<file path="config.mk">
export PLATFORM = sky130hd
export DESIGN_NAME = reg_op_sequencer
export DESIGN_NICKNAME = d
export VERILOG_FILES = /design/src/rtl/reg_seq_pkg.sv /design/src/rtl/seq_rep_cnt.sv /design/src/rtl/reg_op_sequencer.sv
export SDC_FILE = /design/constraint.sdc
export NUM_CORES = 1
export LEC_CHECK = 0
export BUFFER_PORTS_ARGS = -buffer_cell sky130_fd_sc_hd__buf_2
export CAP_MARGIN = 20
export CORE_MARGIN = 4
export CORE_UTILIZATION = 49
export DETAILED_ROUTE_END_ITERATION = 8
export HOLD_SLACK_MARGIN = 0.15
export PLACE_DENSITY = 0.77
export SKIP_CTS_REPAIR_TIMING = 1
export SYNTH_ARGS = -nofsm -noshare
export SYNTH_HDL_FRONTEND = slang
export SYNTH_HIERARCHICAL = 1
export SYNTH_SLANG_ARGS = --single-unit
</file>
<file path="constraint.sdc">
create_clock -name clk -period 1.9 [get_ports clk]
set_input_delay 0.38 -clock clk [delete_from_list [all_inputs] [get_ports clk]]
set_output_delay 0.38 -clock clk [all_outputs]
set_load 0.01 [all_outputs]
</file>
<file path="src/rtl/reg_seq_pkg.sv">
// Shared types and constants for the register command sequencer.
package reg_seq_pkg;

  localparam int DATA_W = 4;

  typedef enum logic [2:0] {
    OP_NOP  = 3'd0,
    OP_CLR  = 3'd1,
    OP_LOAD = 3'd2,
    OP_ADD  = 3'd3,
    OP_SUB  = 3'd4,
    OP_SHR  = 3'd5,
    OP_SHL  = 3'd6,
    OP_ROT  = 3'd7
  } op_e;

  typedef enum logic [1:0] {
    S_IDLE = 2'd0,
    S_RUN  = 2'd1,
    S_DONE = 2'd2
  } state_e;

  // Number of strobe cycles a command expands to.
  // CLR/LOAD are always one cycle; NOP is none.
  function automatic logic [DATA_W-1:0] rep_count(input op_e op, input logic [DATA_W-1:0] arg);
    logic [DATA_W-1:0] n;
    case (op)
      OP_NOP:          n = '0;
      OP_CLR, OP_LOAD: n = DATA_W'(1);
      default:         n = arg;
    endcase
    return n;
  endfunction

endpackage

</file>
<file path="src/rtl/seq_rep_cnt.sv">
// Loadable repeat down-counter; stops at zero and flags a count of one.
module seq_rep_cnt
  import reg_seq_pkg::*;
(
  input  logic              clk,
  input  logic              rst_n,
  input  logic              load,
  input  logic [DATA_W-1:0] load_val,
  input  logic              dec,
  output logic              is_one
);

  logic [DATA_W-1:0] cnt_q, cnt_d;

  // Next count: load wins over decrement; never wraps below zero.
  always_comb begin
    cnt_d = cnt_q;
    if (load) begin
      cnt_d = load_val;
    end else if (dec && (cnt_q != '0)) begin
      cnt_d = cnt_q - DATA_W'(1);
    end
  end

  // Count register.
  always_ff @(posedge clk or negedge rst_n) begin
    if (!rst_n) cnt_q <= '0;
    else        cnt_q <= cnt_d;
  end

  assign is_one = (cnt_q == DATA_W'(1));

endmodule

</file>
<file path="src/rtl/reg_op_sequencer.sv">
// Expands one command into a stream of one-hot register control strobes.
//   state  | meaning
//   S_IDLE | waiting for a command, cmd_ready high
//   S_RUN  | one strobe per cycle until the repeat count is exhausted
//   S_DONE | one-cycle done pulse, then back to idle
module reg_op_sequencer
  import reg_seq_pkg::*;
(
  input  logic              clk,
  input  logic              rst_n,
  input  logic              cmd_valid,
  output logic              cmd_ready,
  input  logic [2:0]        cmd_op,
  input  logic [DATA_W-1:0] cmd_arg,
  input  logic              cmd_fill,
  input  logic              abort,
  input  logic [DATA_W-1:0] reg_q,
  output logic              cl,
  output logic              ld,
  output logic              inc,
  output logic              dec,
  output logic              sr,
  output logic              sl,
  output logic              ir,
  output logic              il,
  output logic [DATA_W-1:0] in,
  output logic              done,
  output logic              busy
);

  state_e            state_q, state_d;
  op_e               op_q, op_d;
  logic [DATA_W-1:0] arg_q, arg_d;
  logic              fill_q, fill_d;

  logic              cnt_load;
  logic [DATA_W-1:0] cnt_load_val;
  logic              cnt_dec;
  logic              cnt_is_one;

  // Only the end bits of the register are rotate feedback.
  logic              unused_reg_mid;
  assign unused_reg_mid = ^reg_q[2:1];

  seq_rep_cnt u_rep_cnt (
    .clk      (clk),
    .rst_n    (rst_n),
    .load     (cnt_load),
    .load_val (cnt_load_val),
    .dec      (cnt_dec),
    .is_one   (cnt_is_one)
  );

  // Next-state, command latching and strobe decode.
  always_comb begin
    state_d      = state_q;
    op_d         = op_q;
    arg_d        = arg_q;
    fill_d       = fill_q;
    cnt_load     = 1'b0;
    cnt_load_val = '0;
    cnt_dec      = 1'b0;
    cmd_ready    = 1'b0;
    busy         = 1'b0;
    done         = 1'b0;
    cl           = 1'b0;
    ld           = 1'b0;
    inc          = 1'b0;
    dec          = 1'b0;
    sr           = 1'b0;
    sl           = 1'b0;
    ir           = 1'b0;
    il           = 1'b0;
    in           = '0;
    case (state_q)
      S_IDLE: begin
        cmd_ready = 1'b1;
        if (cmd_valid) begin
          op_d         = op_e'(cmd_op);
          arg_d        = cmd_arg;
          fill_d       = cmd_fill;
          cnt_load     = 1'b1;
          cnt_load_val = rep_count(op_e'(cmd_op), cmd_arg);
          state_d      = (cnt_load_val != '0) ? S_RUN : S_DONE;
        end
      end
      S_RUN: begin
        busy = 1'b1;
        if (abort) begin
          state_d = S_IDLE;
        end else begin
          cnt_dec = 1'b1;
          if (cnt_is_one) state_d = S_DONE;
          case (op_q)
            OP_CLR:  cl = 1'b1;
            OP_LOAD: begin
              ld = 1'b1;
              in = arg_q;
            end
            OP_ADD:  inc = 1'b1;
            OP_SUB:  dec = 1'b1;
            OP_SHR: begin
              sr = 1'b1;
              ir = fill_q;
            end
            OP_SHL: begin
              sl = 1'b1;
              il = fill_q;
            end
            OP_ROT: begin
              if (fill_q) begin
                sl = 1'b1;
                il = reg_q[DATA_W-1];
              end else begin
                sr = 1'b1;
                ir = reg_q[0];
              end
            end
            default: ;
          endcase
        end
      end
      S_DONE: begin
        busy    = 1'b1;
        done    = 1'b1;
        state_d = S_IDLE;
      end
      default: state_d = S_IDLE;
    endcase
  end

  // State and latched command fields.
  always_ff @(posedge clk or negedge rst_n) begin
    if (!rst_n) begin
      state_q <= S_IDLE;
      op_q    <= OP_NOP;
      arg_q   <= '0;
      fill_q  <= 1'b0;
    end else begin
      state_q <= state_d;
      op_q    <= op_d;
      arg_q   <= arg_d;
      fill_q  <= fill_d;
    end
  end

endmodule
</file>
* Yosys cells after proc, flatten, opt, wreduce, memory -nomap -nowiden *
Cells that the tools add are included.
W data, S select, Z words.

operators by class
  reductions and logical operators = 10
  add/sub/neg operators = 1
  mux-type cells = 50
  equal/unequal tests = 14

operators with widths
  operator               number
  $mux W4                9
  $mux W1                31
  $eq A3 B3 Y1 const B   4
  $eq A3 B2 Y1 const B   3
  $mux W2                4
  $pmux W1 S2            4
  $pmux W4 S2            1
  $reduce_bool A4 Y1     2
  $eq A3 B1 Y1 const B   2
  $eq A4 B1 Y1 const B   1
  $pmux W2 S2            1
  $reduce_and A2 Y1      2
  $reduce_or A2 Y1       2
  $sub A4 B1 Y4 const B  1
  $logic_not A3 Y1       1
  $ne A3 B3 Y1 const B   1
  $eq A2 B1 Y1 const B   1
  $eq A2 B2 Y1 const B   1
  $logic_not A2 Y1       1
  $ne A2 B2 Y1 const B   1
  $reduce_bool A2 Y1     1
  $logic_and A1 B1 Y1    1

word-level totals
  output and inout bits = 15
  word-level logic and storage cells = 80
  register bits after elaboration = 14
  input port bits = 16

* Logic depth before layout (Yosys ltp) *
Gate-level depths: netlist (run 1).

  depth after elaboration = 9
  depth in mapped cells = 8

* Modules after synthesis *
The synthesis (run 1) kept the hierarchy.

by module, submodules not included
  module            cells an instance  area an instance (sq um)  sequential area each (sq um)  instances
  reg_op_sequencer  71                 683.2                     250.2                         1
  seq_rep_cnt       29                 282.8                     100.1                         1

* Least setup slack after synthesis (run 1) *
No wires, ideal clock.

  path type = flip-flop to output port
  start = register state_q[1]
  end = output in[0]
  setup slack = 140 ps
  data arrival time = 1380 ps
  stages on the path, launching flop included = 6
  required time = 1520 ps
  buffers on the path = 0
  cell sequence = dfrtp_1 inv_1 ha_1 nand2b_4 nor4b_2 and2_1

on the way
  longest elaborated chain between the ends = 2

ends and longest elaborated chain
  item                    RTL line                 text
  start, declared         reg_op_sequencer.sv:31   state_e state_q, state_d;
  start signal, assigned  reg_op_sequencer.sv:140  state_q <= state_d;
  $eq A2 B1 Y1            reg_op_sequencer.sv:75   case (state_q)
  $mux W4                 reg_op_sequencer.sv:75
  end, declared           reg_op_sequencer.sv:26   output logic [DATA_W-1:0] in,

Every way passes these cells.

* Worst setup path after layout (run 1) *
  start = register state_q[1]
  end = output in[3]

Same word-level chain as after synthesis.

==> results of run 1 <==
routing by layer:
metal  wire length [µm]  vias to the layer above  track usage  part of all wire
met3                139                        5       0.0342             0.060
li1                   -                      445            -                 -
met4                 31                        0       0.0638             0.013
met1               1000                      412        0.222              0.43
met5                  0                        -            0                 0
met2               1160                       29        0.324              0.50
Yosys cell counts, drive strengths merged (2+ instances only):
| master | instances |
|---|---|
| a21oi | 6 |
| and2 | 7 |
| dfrtp | 14 |
| ha | 5 |
| inv | 7 |
| mux2 | 6 |
| nand2 | 8 |
| nand2b | 2 |
| nand3 | 3 |
| nor2 | 3 |
| nor3 | 4 |
| nor3b | 4 |
| nor4b | 4 |
| o211ai | 2 |
| o21ai | 8 |
| or3b | 2 |
worst paths after layout:
check / from / endpoint / slack (ns) / cells past startpoint
worst min register to register: arg_q[3] / arg_q[3] / 0.52 / 1
worst max-delay path: state_q[1] / in[3] / -0.16 / 7
min in group asynchronous: rst_n / arg_q[0] / 0.53 / 2
worst min-delay path: cmd_fill / fill_q / 0.30 / 3
worst max register to register: u_rep_cnt/cnt_q[1] / state_q[0] / 0.14 / 6
max in group asynchronous: rst_n / state_q[1] / 1.13 / 2
tightest hold or removal path, stage by stage:
cell and delay (ns):
buf_2 0.08, nand2_1 0.04, o21ai_0 0.06
stage by stage:
step            util  area (µm²)  setup slack, ns  power, mW  hold WS [ns]
2_1_floorplan      -         966            0.140       1.14        0.0844
3_3_place_gp   0.645        1160           0.0969       1.33         0.296
3_5_place_dp   0.645        1160          0.00534       1.38         0.293
4_1_cts        0.665        1200           -0.314       1.60       -0.0246
5_1_grt        0.731        1320           -0.240       1.84         0.311
6_report       0.731        1320           -0.159       1.69         0.304
registers in the layout, indices dropped and copies added (netlist names):
name and cells:
arg_q 4, op_q 3, state_q 2, fill_q 1, u_rep_cnt/cnt_q 4
cell type report:
cell class	count	area [µm²]
Fill cell	141	485
Inverter	8	32.5
Clock buffer	4	36.3
Sequential cell	14	350
Timing Repair Buffer	39	256
Multi-Input combinational cell	76	609
Tap cell	25	31.3
power breakdown:
part	leakage (nW)	internal (mW)	total (mW)	switching [mW]
clock	0.0210	0.117	0.218	0.102
sequential	0.173	0.436	0.605	0.169
combinational	0.432	0.452	0.862	0.411
logic make-up (layout without fill, tap and decap cells):
family / Yosys count / after routing
buf+inv: 10 / 51
fa+ha+maj: 5 / 5
simple gates: 44 / 44
compound gates: 20 / 20
mux: 7 / 7
flops: 14 / 14
==> impl_metrics.ini, run 1 <==
[synthesis]
synth_cell_types = 37
synth_edf_count = 0
syn_nets = 121
synthCells = 100
ys_seq_area_frac = 0.363
synth_mux_area_frac = 0.0803
synth_top_cell_by_area = dfrtp_1
yosys-top-cells-area = dfrtp_1, mux2_2, ha_1
synth_top_family_by_area = simple AND/OR/NAND/NOR gates
synthArstFlopShare = 1.00
synth_seq_cells = 14
synthAdderAreaFrac = 0.0648
synthSimpleGateAreaFrac = 0.315
avgSynthCellArea_um2 = 9.66
synthXorXnorAreaFrac = 0
yosys_warnings = 6
yosysTopAreaCellShare = 0.363
synth_compound_area_frac = 0.133
syn-cell-area_um2 = 966
yosys_most_used_dff = dfrtp_1

[setup_path]
cp_max_fo = 4
slowest_delay_ns = 0.39
worstPathCellList = inv_2 > ha_4 > nand2b_4 > nor4b_4 > buf_4 > and2_4 > buf_6
slowest_stage = dfrtp_1
critPathTopFamily = simple AND/OR/NAND/NOR gates
required_ns = 1.52
path_buf_inv = 3
crit_type = reg2out
critPathLaunchType = flip-flop
end_kind = output port
critPathArrivalTime_ns = 1.68

[timing]
period_minus_slack_ns = 2.06
slew_viol_final = 0
period_share = 1.08
slew_headroom = 0.752
tightestPinTransition_ns = 0.372
fin_skew_ns = 0.00306
rsz0062_at_grt = yes
setup_viol = 10
hold_violations = 0
maxClockFrequency_mhz = 486
fin_tns_setup_ns = -0.882
setup_slack_ns = -0.159

[clocking]
clock-sinks = 14
htreeDepth = 1
clk_path_buf_depth = 2
cts_tree = yes
path_clk_slew_ns = 0.09
clk_latency_ns = 0.28
root_buffer = clkbuf_4
cts_buffers = 3

[grt]
grt_pass1_wl_mm = 3.77
antenna_found_initial = 0
track_usage = 0.184
grt_start_max_net_pins = 15
grt_overflow = 0
grt_pass1_vias = 855

[die]
ios = 31
start_util = 0.536
chipWidth_um = 52.4
die_area_mm2 = 0.00275
core_mm2 = 0.00180
floorplan.die.height_um = 52.4
rows = 15

[routing]
drt_iter0_markers = 5
routedWlPerCell_um = 14.1
drc = 0
num_vias = 891
via_per_inst = 5.37
totalWireLength_mm = 2.34
drt-pass1-iter-count = 4
ant_nets = 0

[cells_and_area]
drive_gt1_frac = 0.461
syn2layout_area_growth_pct = 36.3
n_antenna_cell = 0
final_common_cell = buf_2
final_cell_mix = buf_2, dfrtp_1, buf_4
fin_cells = 166
fin_nets = 163

[min_path]
hp-class = in2reg

[place]
io_buffers = 28
gp_congestion = 0.753
place_hpwl_mm = 1.75
placed_cells = 156

[outcome]
outcome = finished with violations
violations = negative setup slack

[power_and_ir_drop]
ir_drop_v = 0.000878
p_per_area_mw_per_mm2 = 1280
p_leak_nw = 0.625

[job]
maxCapViolCount = 0
No activity file was read; power rests on OpenSTA's default activity.
==> run 2: changes to the inputs <==
--- a/config.mk
+++ b/config.mk
@@ -8,10 +8,10 @@
 export BUFFER_PORTS_ARGS = -buffer_cell sky130_fd_sc_hd__buf_2
 export CAP_MARGIN = 20
 export CORE_MARGIN = 4
-export CORE_UTILIZATION = 49
+export CORE_UTILIZATION = 45
 export DETAILED_ROUTE_END_ITERATION = 8
 export HOLD_SLACK_MARGIN = 0.15
-export PLACE_DENSITY = 0.77
+export PLACE_DENSITY = 0.75
 export SKIP_CTS_REPAIR_TIMING = 1
 export SYNTH_ARGS = -nofsm -noshare
 export SYNTH_HDL_FRONTEND = slang
==> constraint.sdc (replaced) <==
create_clock -name clk -period 1.7 [get_ports clk]
set_input_delay 0.34 -clock clk [delete_from_list [all_inputs] [get_ports clk]]
set_output_delay 0.34 -clock clk [all_outputs]
set_load 0.01 [all_outputs]
==> run 2 against run 1 <==
  * Sequential cell count unchanged
  * Routed wire length up 4.0%
  * The run still ends with negative setup slack left
  * Power up 19%
  * Global-route usage down 1.7 points
  * Count of clock-buffer cells in the layout unchanged
==> impl_metrics.ini, run 2 (same netlist as run 1, synthesis figures left out) <==
[setup_path]
critPathLaunchType = flip-flop
required_ns = 1.36
crit_path_start = state_q[1]
slowest_delay_ns = 0.40
critPathArrivalTime_ns = 1.70
cp_max_fo = 5
r2r_slack_ns = -0.14
r2r_end = u_rep_cnt/cnt_q[2]
endpoint = in[3]
crit_type = reg2out
r2r-start = state_q[0]
end_kind = output port
worstPathCellList = inv_2 > ha_4 > nand2b_4 > nor4b_4 > and2_1 > buf_2
rr_worst_depth = 10
slowest_stage = nor4b_4

[clocking]
clk_latency_ns = 0.28
root_buffer = clkbuf_4
htreeDepth = 1
path_clk_slew_ns = 0.09
cts_buffers = 3
clock-sinks = 14
clk_path_buf_depth = 2
cts_tree = yes

[timing]
slew_headroom = 0.698
hold_violations = 0
period_share = 1.20
tightestPinTransition_ns = 0.449
setup_slack_ns = -0.339
maxClockFrequency_mhz = 490
rsz0062_at_grt = yes
fin_skew_ns = 0.00722
period_minus_slack_ns = 2.04
slew_viol_final = 0
setup_viol = 15

[die]
start_util = 0.482
chipWidth_um = 54.3
ios = 31
die_area_mm2 = 0.00295
rows = 16
floorplan.die.height_um = 54.3
core_mm2 = 0.00200

[grt]
antenna_found_initial = 0
track_usage = 0.168
grtUsageMet2 = 0.315
met1_usage = 0.187
grt_pass1_wl_mm = 3.62
grt_overflow = 0
busiest_layer = met2
grt_pass1_vias = 888
met3_usage = 0.0272
grt_start_max_net_pins = 15

[routing]
num_vias = 920
drt-pass1-iter-count = 4
via_per_inst = 5.38
drt_iter0_markers = 16
routedWlPerCell_um = 14.2
totalWireLength_mm = 2.43
ant_nets = 0
drc = 0

[cells_and_area]
fin_nets = 166
n_antenna_cell = 0
syn2layout_area_growth_pct = 42.4
reg.largest.list = arg_q x4, u_rep_cnt/cnt_q x4, op_q x3
final_cell_mix = buf_2, dfrtp_1, buf_4
final_common_cell = buf_2
drive_gt1_frac = 0.528

[place]
pre_cts_ws_ns = -0.0329
gp_congestion = 0.759
io_buffers = 28
place_hpwl_mm = 1.75

[job]
maxCapViolCount = 0

[power_and_ir_drop]
power_mw = 2.01
p_per_area_mw_per_mm2 = 1460
p_leak_nw = 0.639
ir_drop_v = 0.000978

[min_path]
hp-class = in2reg

[outcome]
violations = negative setup slack
outcome = finished with violations
run 2: cell types whose count changed in the layout (fill, tap and decap cells not counted), moves of 2 or more:
cell | previous run | this run
nand3_2 | 0 | 2
a21oi_1 | 6 | 2
a21oi_2 | 0 | 4
nor4b_1 | 2 | 0
dfrtp_1 | 14 | 12
nand3_1 | 3 | 1
buf_2 | 23 | 28
buf_6 | 5 | 2
and2_4 | 4 | 0
nor4b_4 | 1 | 3
dfrtp_2 | 0 | 2
and2_1 | 3 | 7
run 2: how the worst min path moves through the flow:
stage,startpoint,end,cells after the start
after global placement,rst_n,fill_q,1
after floorplan,rst_n,arg_q[0],0
final,cmd_fill,fill_q,3
after CTS,rst_n,op_q[0],1
after detailed placement,rst_n,u_rep_cnt/cnt_q[0],1
after global routing,cmd_fill,fill_q,3
run 2: power by group:
| part | internal [mW] | leakage [nW] | switching, mW | total, mW |
|---|---|---|---|---|
| Combinational | 0.558 | 0.448 | 0.507 | 1.07 |
| Clock | 0.130 | 0.0210 | 0.111 | 0.241 |
| Sequential | 0.491 | 0.170 | 0.216 | 0.707 |
run 2: worst max-delay path: cells and delay by family (launching register included):
family / cells / cell delay [ns]
buffers and inverters: 2 / 0.21
DFF: 1 / 0.39
adders and majority gates: 1 / 0.15
and+or+nand+nor: 3 / 0.67
run 2: cell type report:
type                            instances  area, µm²
Fill cell                             166        627
Multi-Input combinational cell         76        663
Tap cell                               27       33.8
Inverter                                8       33.8
Sequential cell                        14        353
Clock buffer                            4       36.3
Timing Repair Buffer                   42        255
run 2: metrics by stage:
| step | hold WS (ns) | cell area [µm²] | cells | util | setup TNS [ns] |
|---|---|---|---|---|---|
| floorplan | 0.0444 | 975 | 100 | - | 0 |
| global placement | 0.253 | 1190 | 160 | 0.594 | 0 |
| detailed placement | 0.252 | 1190 | 160 | 0.594 | -0.0904 |
| CTS | -0.0565 | 1220 | 164 | 0.612 | -3.58 |
| global route | 0.258 | 1380 | 171 | 0.687 | -5.21 |
| finish | 0.273 | 1380 | 171 | 0.687 | -3.66 |
run 2: metal layers:
metal	part of all wire	wire (µm)
met5	0	0
met4	0.0086	21
met3	0.059	144
met2	0.52	1250
met1	0.42	1010
==> run 3: changes to the inputs <==
--- a/config.mk
+++ b/config.mk
@@ -10,6 +10,7 @@
 export CORE_MARGIN = 4
 export CORE_UTILIZATION = 45
 export DETAILED_ROUTE_END_ITERATION = 8
+export GPL_TIMING_DRIVEN = 0
 export HOLD_SLACK_MARGIN = 0.15
 export PLACE_DENSITY = 0.75
 export SKIP_CTS_REPAIR_TIMING = 1
==> run 3 against run 2 <==
  * The flow still finishes with violations (negative setup slack)
  * Die area unchanged
  * Critical path depth unchanged
  * Core utilization up 0.69 points
  * Sequential cell count unchanged
  * Combinational power up 8%
  * Hold slack worse by 0.0019 ns
==> impl_metrics.ini, run 3 (same netlist as run 1, synthesis figures left out) <==
[power_and_ir_drop]
power_mw = 2.09
p_sw_mw = 0.858
ir_drop_v = 0.000990
p_clk_frac = 0.115
seq_power_share = 0.328
p_int_mw = 1.23
p_leak_nw = 0.630
p_per_area_mw_per_mm2 = 1510
comb_power_share = 0.557
swShare = 0.410

[routing]
drc = 0
totalWireLength_mm = 2.47
wl_met2_mm = 1.23
routedWlPerCell_um = 14.5
drt_iter0_markers = 20
top_layer = met4
met1_length_mm = 1.06
wl_met3_um = 161
num_vias = 929
via_per_inst = 5.46
drt-pass1-iter-count = 4
ant_nets = 0

[cells_and_area]
fin_util = 0.694
reg.largest.list = arg_q x4, u_rep_cnt/cnt_q x4, op_q x3
drive_gt1_frac = 0.531
n_antenna_cell = 0
final_common_cell = buf_2
final_cell_mix = buf_2, dfrtp_1, buf_4
fin_nets = 165
syn2layout_area_growth_pct = 43.8
num-fill-cells = 163

[clocking]
cts_tree = yes
htreeDepth = 1
path_clk_slew_ns = 0.09
clock-sinks = 14
clk_latency_ns = 0.27
root_buffer = clkbuf_4
cts_buffers = 3
clk_path_buf_depth = 2

[die]
rows = 16
start_util = 0.482
die_area_mm2 = 0.00295
chipWidth_um = 54.3
ios = 31
floorplan.die.height_um = 54.3
core_mm2 = 0.00200

[place]
place_hpwl_mm = 1.70
pre_cts_ws_ns = -0.212
gp_congestion = 0.733
io_buffers = 28

[setup_path]
end_kind = output port
critPathArrivalTime_ns = 1.76
critPathLaunchType = flip-flop
crit_type = reg2out
required_ns = 1.36
cp_max_fo = 5

[timing]
maxClockFrequency_mhz = 476
slew_viol_final = 0
setup_viol = 15
period_minus_slack_ns = 2.10
period_share = 1.23
slew_headroom = 0.709
hold_violations = 0
tightestPinTransition_ns = 0.437
fin_skew_ns = 0.00127
rsz0062_at_grt = yes
setup_slack_ns = -0.399

[grt]
grt_pass1_vias = 861
grt_overflow = 0
track_usage = 0.161
antenna_found_initial = 0
grt_start_max_net_pins = 15
grt_pass1_wl_mm = 3.50

[min_path]
hp-class = in2reg

[outcome]
violations = negative setup slack
outcome = finished with violations

[job]
maxCapViolCount = 0
-- run 3: power by group through the flow --
stage / Sequential, mW / Combinational (mW) / Clock (mW)
2_1_floorplan: 0.604 / 0.687 / 0
3_3_place_gp: 0.628 / 0.844 / 0
3_5_place_dp: 0.645 / 0.873 / 0
4_1_cts: 0.637 / 0.886 / 0.248
5_1_grt: 0.711 / 1.27 / 0.274
6_report: 0.687 / 1.16 / 0.240
-- run 3: cell type report --
cell class,count,area (µm²),share of cell area
inverters,8,37.5,0.0270
flip-flops and latches,14,350,0.252
plain buffers,2,12.5,0.00901
clock buffers,4,36.3,0.0261
well taps,27,33.8,0.0243
repair buffers,39,239,0.172
multi-input cells,76,679,0.489
-- run 3: final timing paths --
path / start / end / slack, ns / cells after the start
max: state_q[1] / in[2] / -0.40 / 6
min: cmd_fill / fill_q / 0.27 / 3
max reg2reg: state_q[1] / u_rep_cnt/cnt_q[3] / -0.14 / 9
min reg2reg: arg_q[0] / arg_q[0] / 0.51 / 1
max in group asynchronous: rst_n / u_rep_cnt/cnt_q[1] / 0.97 / 2
min in group asynchronous: rst_n / u_rep_cnt/cnt_q[0] / 0.49 / 2
-- run 3: per-layer routing --
metal	vias to the layer above	global-route usage
li1	451	-
met5	-	0
met4	0	0.0498
met1	452	0.176
met3	2	0.0327
met2	24	0.307
-- run 3: worst max-delay path: stages, from the launching register on --
cell and delay, ns:
dfrtp_1 0.43, inv_2 0.10, ha_4 0.16, nand2b_4 0.08
nor4b_4 0.41, and2_1 0.18, buf_2 0.12
-- run 3: per-stage QoR --
step / cell area [µm²] / setup TNS (ns) / hold WS, ns / cells
after floorplan: 975 / 0 / 0.0444 / 100
after global placement: 1150 / -0.612 / 0.261 / 155
after detailed placement: 1150 / -1.51 / 0.260 / 155
after CTS: 1180 / -5.10 / -0.0467 / 159
after global routing: 1390 / -5.68 / 0.275 / 170
final: 1390 / -3.81 / 0.271 / 170
